`config.mk`:
```
export PLATFORM = sky130hd
export DESIGN_NAME = axi_lite_master
export DESIGN_NICKNAME = d
export VERILOG_FILES = /design/src/rtl/axi_lite_master.sv
export SDC_FILE = /design/constraint.sdc
export NUM_CORES = 1
export LEC_CHECK = 0
export BUFFER_PORTS_ARGS = -buffer_cell sky130_fd_sc_hd__buf_2
export CAP_MARGIN = 40
export CELL_PAD_IN_SITES_DETAIL_PLACEMENT = 1
export CELL_PAD_IN_SITES_GLOBAL_PLACEMENT = 1
export CORE_MARGIN = 5
export CORE_UTILIZATION = 25
export DETAILED_ROUTE_END_ITERATION = 6
export GPL_TIMING_DRIVEN = 0
export PLACE_DENSITY_LB_ADDON = 0.1
export SYNTH_ARGS = -nofsm -noshare
export SYNTH_HDL_FRONTEND = slang
export SYNTH_SLANG_ARGS = --single-unit
```
`constraint.sdc`:
```
create_clock -name ACLK -period 2.1 [get_ports ACLK]
set_clock_uncertainty 0.1 [all_clocks]
set_input_delay 0.42 -clock ACLK [delete_from_list [all_inputs] [get_ports ACLK]]
set_output_delay 0.42 -clock ACLK [all_outputs]
set_load 0.005 [all_outputs]
```
`src/rtl/axi_lite_master.sv`:
```
// Single-outstanding AXI4-Lite initiator. Each accepted command becomes one AXI4-Lite
// read or write transaction, and one response is returned on the rsp_* handshake.
module axi_lite_master #(
    parameter int ADDR_WIDTH = 8,
    parameter int DATA_WIDTH = 8
) (
    input  logic                      ACLK,
    input  logic                      ARESETN,

    input  logic                      cmd_valid,
    output logic                      cmd_ready,
    input  logic                      cmd_write,
    input  logic [ADDR_WIDTH-1:0]     cmd_addr,
    input  logic [DATA_WIDTH-1:0]     cmd_wdata,
    input  logic [DATA_WIDTH/8-1:0]   cmd_wstrb,

    output logic                      rsp_valid,
    input  logic                      rsp_ready,
    output logic [DATA_WIDTH-1:0]     rsp_rdata,
    output logic [1:0]                rsp_resp,
    output logic                      rsp_write,

    output logic                      AWVALID,
    input  logic                      AWREADY,
    output logic [ADDR_WIDTH-1:0]     AWADDR,

    output logic                      WVALID,
    input  logic                      WREADY,
    output logic [DATA_WIDTH-1:0]     WDATA,
    output logic [DATA_WIDTH/8-1:0]   WSTRB,

    input  logic                      BVALID,
    output logic                      BREADY,
    input  logic [1:0]                BRESP,

    output logic                      ARVALID,
    input  logic                      ARREADY,
    output logic [ADDR_WIDTH-1:0]     ARADDR,

    input  logic                      RVALID,
    output logic                      RREADY,
    input  logic [DATA_WIDTH-1:0]     RDATA,
    input  logic [1:0]                RRESP
);

    typedef enum logic [2:0] {
        IDLE,
        WR_AW_W,
        WR_RESP,
        RD_AR,
        RD_DATA,
        RESP
    } state_e;

    state_e                  state_q,     state_d;
    logic                    awvalid_q,   awvalid_d;
    logic                    wvalid_q,    wvalid_d;
    logic                    arvalid_q,   arvalid_d;
    logic [ADDR_WIDTH-1:0]   awaddr_q,    awaddr_d;
    logic [ADDR_WIDTH-1:0]   araddr_q,    araddr_d;
    logic [DATA_WIDTH-1:0]   wdata_q,     wdata_d;
    logic [DATA_WIDTH/8-1:0] wstrb_q,     wstrb_d;
    logic [DATA_WIDTH-1:0]   rsp_rdata_q, rsp_rdata_d;
    logic [1:0]              rsp_resp_q,  rsp_resp_d;
    logic                    rsp_write_q, rsp_write_d;

    // A write channel is done once its VALID has dropped or is handshaking on this edge.
    logic aw_done;
    logic w_done;
    assign aw_done = !awvalid_q || AWREADY;
    assign w_done  = !wvalid_q  || WREADY;

    // NOTE: every variable assigned here gets its hold value first, so no path can infer a latch.
    always_comb begin
        state_d     = state_q;
        awvalid_d   = awvalid_q;
        wvalid_d    = wvalid_q;
        arvalid_d   = arvalid_q;
        awaddr_d    = awaddr_q;
        araddr_d    = araddr_q;
        wdata_d     = wdata_q;
        wstrb_d     = wstrb_q;
        rsp_rdata_d = rsp_rdata_q;
        rsp_resp_d  = rsp_resp_q;
        rsp_write_d = rsp_write_q;

        unique case (state_q)
            IDLE: begin
                if (cmd_valid) begin
                    rsp_write_d = cmd_write;
                    if (cmd_write) begin
                        awaddr_d  = cmd_addr;
                        wdata_d   = cmd_wdata;
                        wstrb_d   = cmd_wstrb;
                        awvalid_d = 1'b1;
                        wvalid_d  = 1'b1;
                        state_d   = WR_AW_W;
                    end else begin
                        araddr_d  = cmd_addr;
                        arvalid_d = 1'b1;
                        state_d   = RD_AR;
                    end
                end
            end
            WR_AW_W: begin
                awvalid_d = !aw_done;
                wvalid_d  = !w_done;
                if (aw_done && w_done) begin
                    state_d = WR_RESP;
                end
            end
            WR_RESP: begin
                if (BVALID) begin
                    rsp_resp_d = BRESP;
                    state_d    = RESP;
                end
            end
            RD_AR: begin
                if (ARREADY) begin
                    arvalid_d = 1'b0;
                    state_d   = RD_DATA;
                end
            end
            RD_DATA: begin
                if (RVALID) begin
                    rsp_rdata_d = RDATA;
                    rsp_resp_d  = RRESP;
                    state_d     = RESP;
                end
            end
            RESP: begin
                if (rsp_ready) begin
                    state_d = IDLE;
                end
            end
            default: begin
                state_d = IDLE;
            end
        endcase
    end

    // NOTE: sequential state uses non-blocking assignments so every register sees pre-edge values.
    always_ff @(posedge ACLK) begin
        if (!ARESETN) begin
            state_q     <= IDLE;
            awvalid_q   <= 1'b0;
            wvalid_q    <= 1'b0;
            arvalid_q   <= 1'b0;
            awaddr_q    <= '0;
            araddr_q    <= '0;
            wdata_q     <= '0;
            wstrb_q     <= '0;
            rsp_rdata_q <= '0;
            rsp_resp_q  <= '0;
            rsp_write_q <= 1'b0;
        end else begin
            state_q     <= state_d;
            awvalid_q   <= awvalid_d;
            wvalid_q    <= wvalid_d;
            arvalid_q   <= arvalid_d;
            awaddr_q    <= awaddr_d;
            araddr_q    <= araddr_d;
            wdata_q     <= wdata_d;
            wstrb_q     <= wstrb_d;
            rsp_rdata_q <= rsp_rdata_d;
            rsp_resp_q  <= rsp_resp_d;
            rsp_write_q <= rsp_write_d;
        end
    end

    // Handshake strobes decode from the state register only, never from responder inputs.
    assign cmd_ready = (state_q == IDLE);
    assign rsp_valid = (state_q == RESP);
    assign BREADY    = (state_q == WR_RESP);
    assign RREADY    = (state_q == RD_DATA);

    assign AWVALID   = awvalid_q;
    assign WVALID    = wvalid_q;
    assign ARVALID   = arvalid_q;
    assign AWADDR    = awaddr_q;
    assign ARADDR    = araddr_q;
    assign WDATA     = wdata_q;
    assign WSTRB     = wstrb_q;
    assign rsp_rdata = rsp_rdata_q;
    assign rsp_resp  = rsp_resp_q;
    assign rsp_write = rsp_write_q;

endmodule

```
# == Word level (Yosys, flattened, before mapping) ==
# Index checks and enable logic that the tools add are counted.
# word_totals
ff_bits,42
latchBits,0
ram_bits,0
rom_bits,0
n_memories,0
# classes
add_sub_neg,0
mul,0
div,0
n_lt_le_gt_ge,0
eq_ne,13
shifts,0
mux,19
bitwise,1
n_reduce_logical,19
# op_table
op,count
2-to-1 mux 3 bit,6
one-hot mux 3 bit (6 select lines),1
"!= test 2 bit, second input constant",6
AND reduction 3 bit,4
"== test 3 x 2 -> 1 bit, second input constant",2
"== test 3 bit, second input constant",2
2-to-1 mux 2 bit,3
one-hot mux 1 bit (2 select lines),3
AND reduction 6 bit,1
nonzero test 2 bit,3
2-to-1 mux 1 bit,5
zero test 1 bit,4
"!= test 2 x 1 -> 1 bit, second input constant",2
one-hot mux 2 bit (2 select lines),1
AND reduction 2 bit,2
AND reduction 4 bit,1
"== test 3 x 1 -> 1 bit, second input constant",1
zero test 3 bit,1
logical OR 1 bit,2
logical AND 1 bit,1
NOT 1 bit,1

# == Logic depth before layout (Yosys ltp) ==
# logic_depth
word_depth,5
mapped_depth,7
depth_no_buf,4

# == Worst setup path before layout ==
# Ideal clock, no wire load.
# synth_path
path_kind,register to register
startpoint,reg state_q[0]
endpoint,"reg araddr_q[0], in the netlist ARADDR[0]"
setup_ns,0.116
t_arrival_ns,1.355
t_required_ns,1.884
path_slack_ns,0.529
stages_incl_launch_ff,6
period_less_slack_ns,1.571
cell_sequence,dfxtp_1 buf_6 or4b_4 nor2_8 mux2i_1 nor2b_1
# synth_between
elab_chain_cells,2
# synth_rtl
element,line_no,source
start: declaration,55,"state_e state_q, state_d;"
start signal: assignment,157,state_q <= state_d;
zero test 3 bit,87,unique case (state_q)
AND reduction 3 bit (no line),n/a,
end signal: assignment,162,araddr_q <= araddr_d;
end: declaration,60,"logic [ADDR_WIDTH-1:0] araddr_q, araddr_d;"
# Every way passes these cells.
# A chain may end at the register's enable or synchronous reset.

# == Worst setup path after layout ==
# layout_path
startpoint,reg state_q[2]
endpoint,out RREADY
# layout_between
elab_chain_cells,1
# layout_rtl
element,line_no,source
== test 3 bit,175,assign RREADY = (state_q == RD_DATA);
end: declaration,41,"output logic RREADY,"
# Every way passes these cells.

==> impl_metrics.ini <==
[floorplan]
die_w_um = 94.7
initial_core_util = 0.261
rows = 30
core_region_area_um2 = 6870
die_h_um = 94.7
pin_count = 82
dieArea_um2 = 8970

[cells_and_area]
finish.utilization = 0.348
nets = 329
fillCellCount = 848
diodes = 0
area_delta_synth_final_pct = 33.3
instances_no_fill = 386
drive_above_1_share = 0.331

[route]
first_pass_iters = 4
routed_wl_mm = 5.24
wire_per_inst_um = 13.6
ant_nets = 0
drc_errors = 0
vias = 1655
first_iter_violations = 36
viasPerCell = 4.29

[clock_tree]
ctsResizeCount = 0
hold_buffers = 0
cts_buffer_depth = 2
post-cts-setup-buffers = 0
htree_levels = 2
cts_tree = yes
cts_made_buffers = 5
cts.reportedPaths.clkPinSlew_ps = 80
insertion_delay_ps = 290
clockRootBuffer = clkbuf_8
clock-sinks = 42

[setup_path]
endpoint_kind = primary output
required_ps = 1580
worstPathArrival_ps = 1380
crit_fanout = 10
regToRegEndpoint = rsp_resp[0]
rrSetupSlack_ps = 360
reg2regPathDepth = 5
cp-start-kind = flop
critPathKind = reg2out
reg2reg_from = state_q[1]

[min_path]
hold_path_end = WDATA[3]
whs_path_depth = 3
hold_class = in2reg
min_from = cmd_wdata[3]

[global_routing]
grt_pass1_wl_mm = 8.12
antenna_found_initial = 0
overflow = 0
grt_pass1_vias = 1658
grt_util_all_layers = 0.117
grt_max_degree = 12

[power_and_ir_drop]
power_density_nw_per_um2 = 993
leakagePower_uw = 0.00110
vdd_drop_max_mv = 0.359

[place]
dpl_worst_slack_ps = 309
hpwl_mm = 4.07
routabilityCongestion = 0.727
portBuffers = 80
dp.cells = 379

[timing]
post-route-period-util = 0.907
hold_violations = 0
fin_crit_ps = 1900
setup_tns_ps = 0
max_freq_mhz = 525
setup_slack_ps = 196
slew_viol_final = 0
hold_ws_ps = 261
setup-violations-final = 0
relSlewSlack = 0.652
worstMarginPinSlew_ps = 522
rsz0062_at_grt = false

[synth]
avgSynthCellArea_um2 = 8.83
netlist-cell-type-count = 30
synth-seq-cells = 42
syn_area_um2 = 1790
yosysSeqAreaShare = 0.469
synthCells = 203
yosys_warnings = 0
syn_nets = 242

[flow_run]
cap_violations = 0

[run_status]
status = finished clean
-- worst max-delay path: stages (launching register included) --
cell and delay [ps]:
dfxtp_1 330, buf_2 200, nor3b_2 370, buf_2 190
-- cells by family (layout without fill, tap and decap cells) --
| group | Yosys count | after routing | synth area share |
|---|---|---|---|
| compound gates | 39 | 39 | 0.170 |
| buf+inv | 18 | 105 | 0.0468 |
| flops | 42 | 42 | 0.469 |
| mux | 12 | 12 | 0.0670 |
| simple gates | 92 | 92 | 0.248 |
-- flip-flops by register name, summed over array words and instances (netlist names) --
name,cells
ARVALID,1
WDATA,8
rsp_write,1
WSTRB,1
state_q,3
ARADDR,8
WVALID,1
rsp_resp,2
rsp_rdata,8
AWVALID,1
AWADDR,8
-- synthesized netlist by cell type --
cell type	count	area [um2]
buf_2	4	20.0
inv_1	4	15.0
o21bai_1	1	7.51
nand2_1	62	233
a2111oi_2	1	15.0
dfxtp_1	42	841
buf_4	1	7.51
buf_6	1	11.3
buf_1	1	3.75
nor2_8	1	20.0
nand2b_1	3	18.8
nor2_1	3	11.3
nor2b_1	12	75.1
and2_1	1	6.26
or4b_4	1	13.8
a21boi_1	28	210
nor3_2	1	10.0
a32oi_1	1	8.76
mux2i_1	12	120
o21ai_1	3	15.0
nand3b_1	1	7.51
clkbuf_1	7	26.3
o211ai_1	1	7.51
and3_1	1	6.26
o211a_1	2	20.0
o221a_1	1	11.3
nor3b_2	1	12.5
o2111ai_1	1	8.76
nor3b_1	2	15.0
nand3_1	3	15.0
-- worst max-delay path by stage --
stage | slack, ps | start | depth (start not counted) | to
final | 200 | state_q[2] | 3 | RREADY
after global routing | 70 | state_q[2] | 3 | RREADY
after CTS | 160 | state_q[2] | 3 | RREADY
after detailed placement | 310 | cmd_valid | 5 | ARADDR[2]
after global placement | 320 | cmd_valid | 5 | ARADDR[5]
after floorplan | 530 | state_q[0] | 5 | ARADDR[0]
-- stage by stage --
step	total power, uW	instance area [um2]
6_report	2370	2390
5_1_grt	2550	2390
3_5_place_dp	1920	2310
2_1_floorplan	1590	1790
4_1_cts	2430	2390
3_3_place_gp	1920	2310
-- placed cells by master (no fill, tap or decap), drive strengths merged --
| cell type | count |
|---|---|
| nand2 | 62 |
| nor2 | 4 |
| a32oi | 1 |
| nor2b | 12 |
| nand3 | 3 |
| o211a | 2 |
| a21boi | 28 |
| a2111oi | 1 |
| buf | 87 |
| o21bai | 1 |
| o21ai | 3 |
| o221a | 1 |
| o2111ai | 1 |
| nor3 | 1 |
| clkbuf | 14 |
| nand3b | 1 |
| inv | 4 |
| nor3b | 3 |
| and2 | 1 |
| mux2i | 12 |
| o211ai | 1 |
| or4b | 1 |
| and3 | 1 |
| nand2b | 3 |
| dfxtp | 42 |
-- metal layers --
layer | global-route usage | share of wire
met4 | 0.0361 | 0.011
met2 | 0.183 | 0.45
met1 | 0.151 | 0.47
met5 | 0 | 0
met3 | 0.0414 | 0.065
-- power by group --
group          switching [uW]  internal [uW]
registers                63.4            927
clock network             271            230
logic                     485            397
total                     820           1550
-- area by class of cell --
class,count,area [um2],area share
Inverter,4,15.0,0.00628
Tap cell,96,120,0.0503
Timing Repair Buffer,80,400,0.168
Buffer,14,68.8,0.0288
Clock buffer,7,76.3,0.0319
Multi-Input combinational cell,143,868,0.363
Sequential cell,42,841,0.352
No activity file was read; power rests on OpenSTA's default activity.
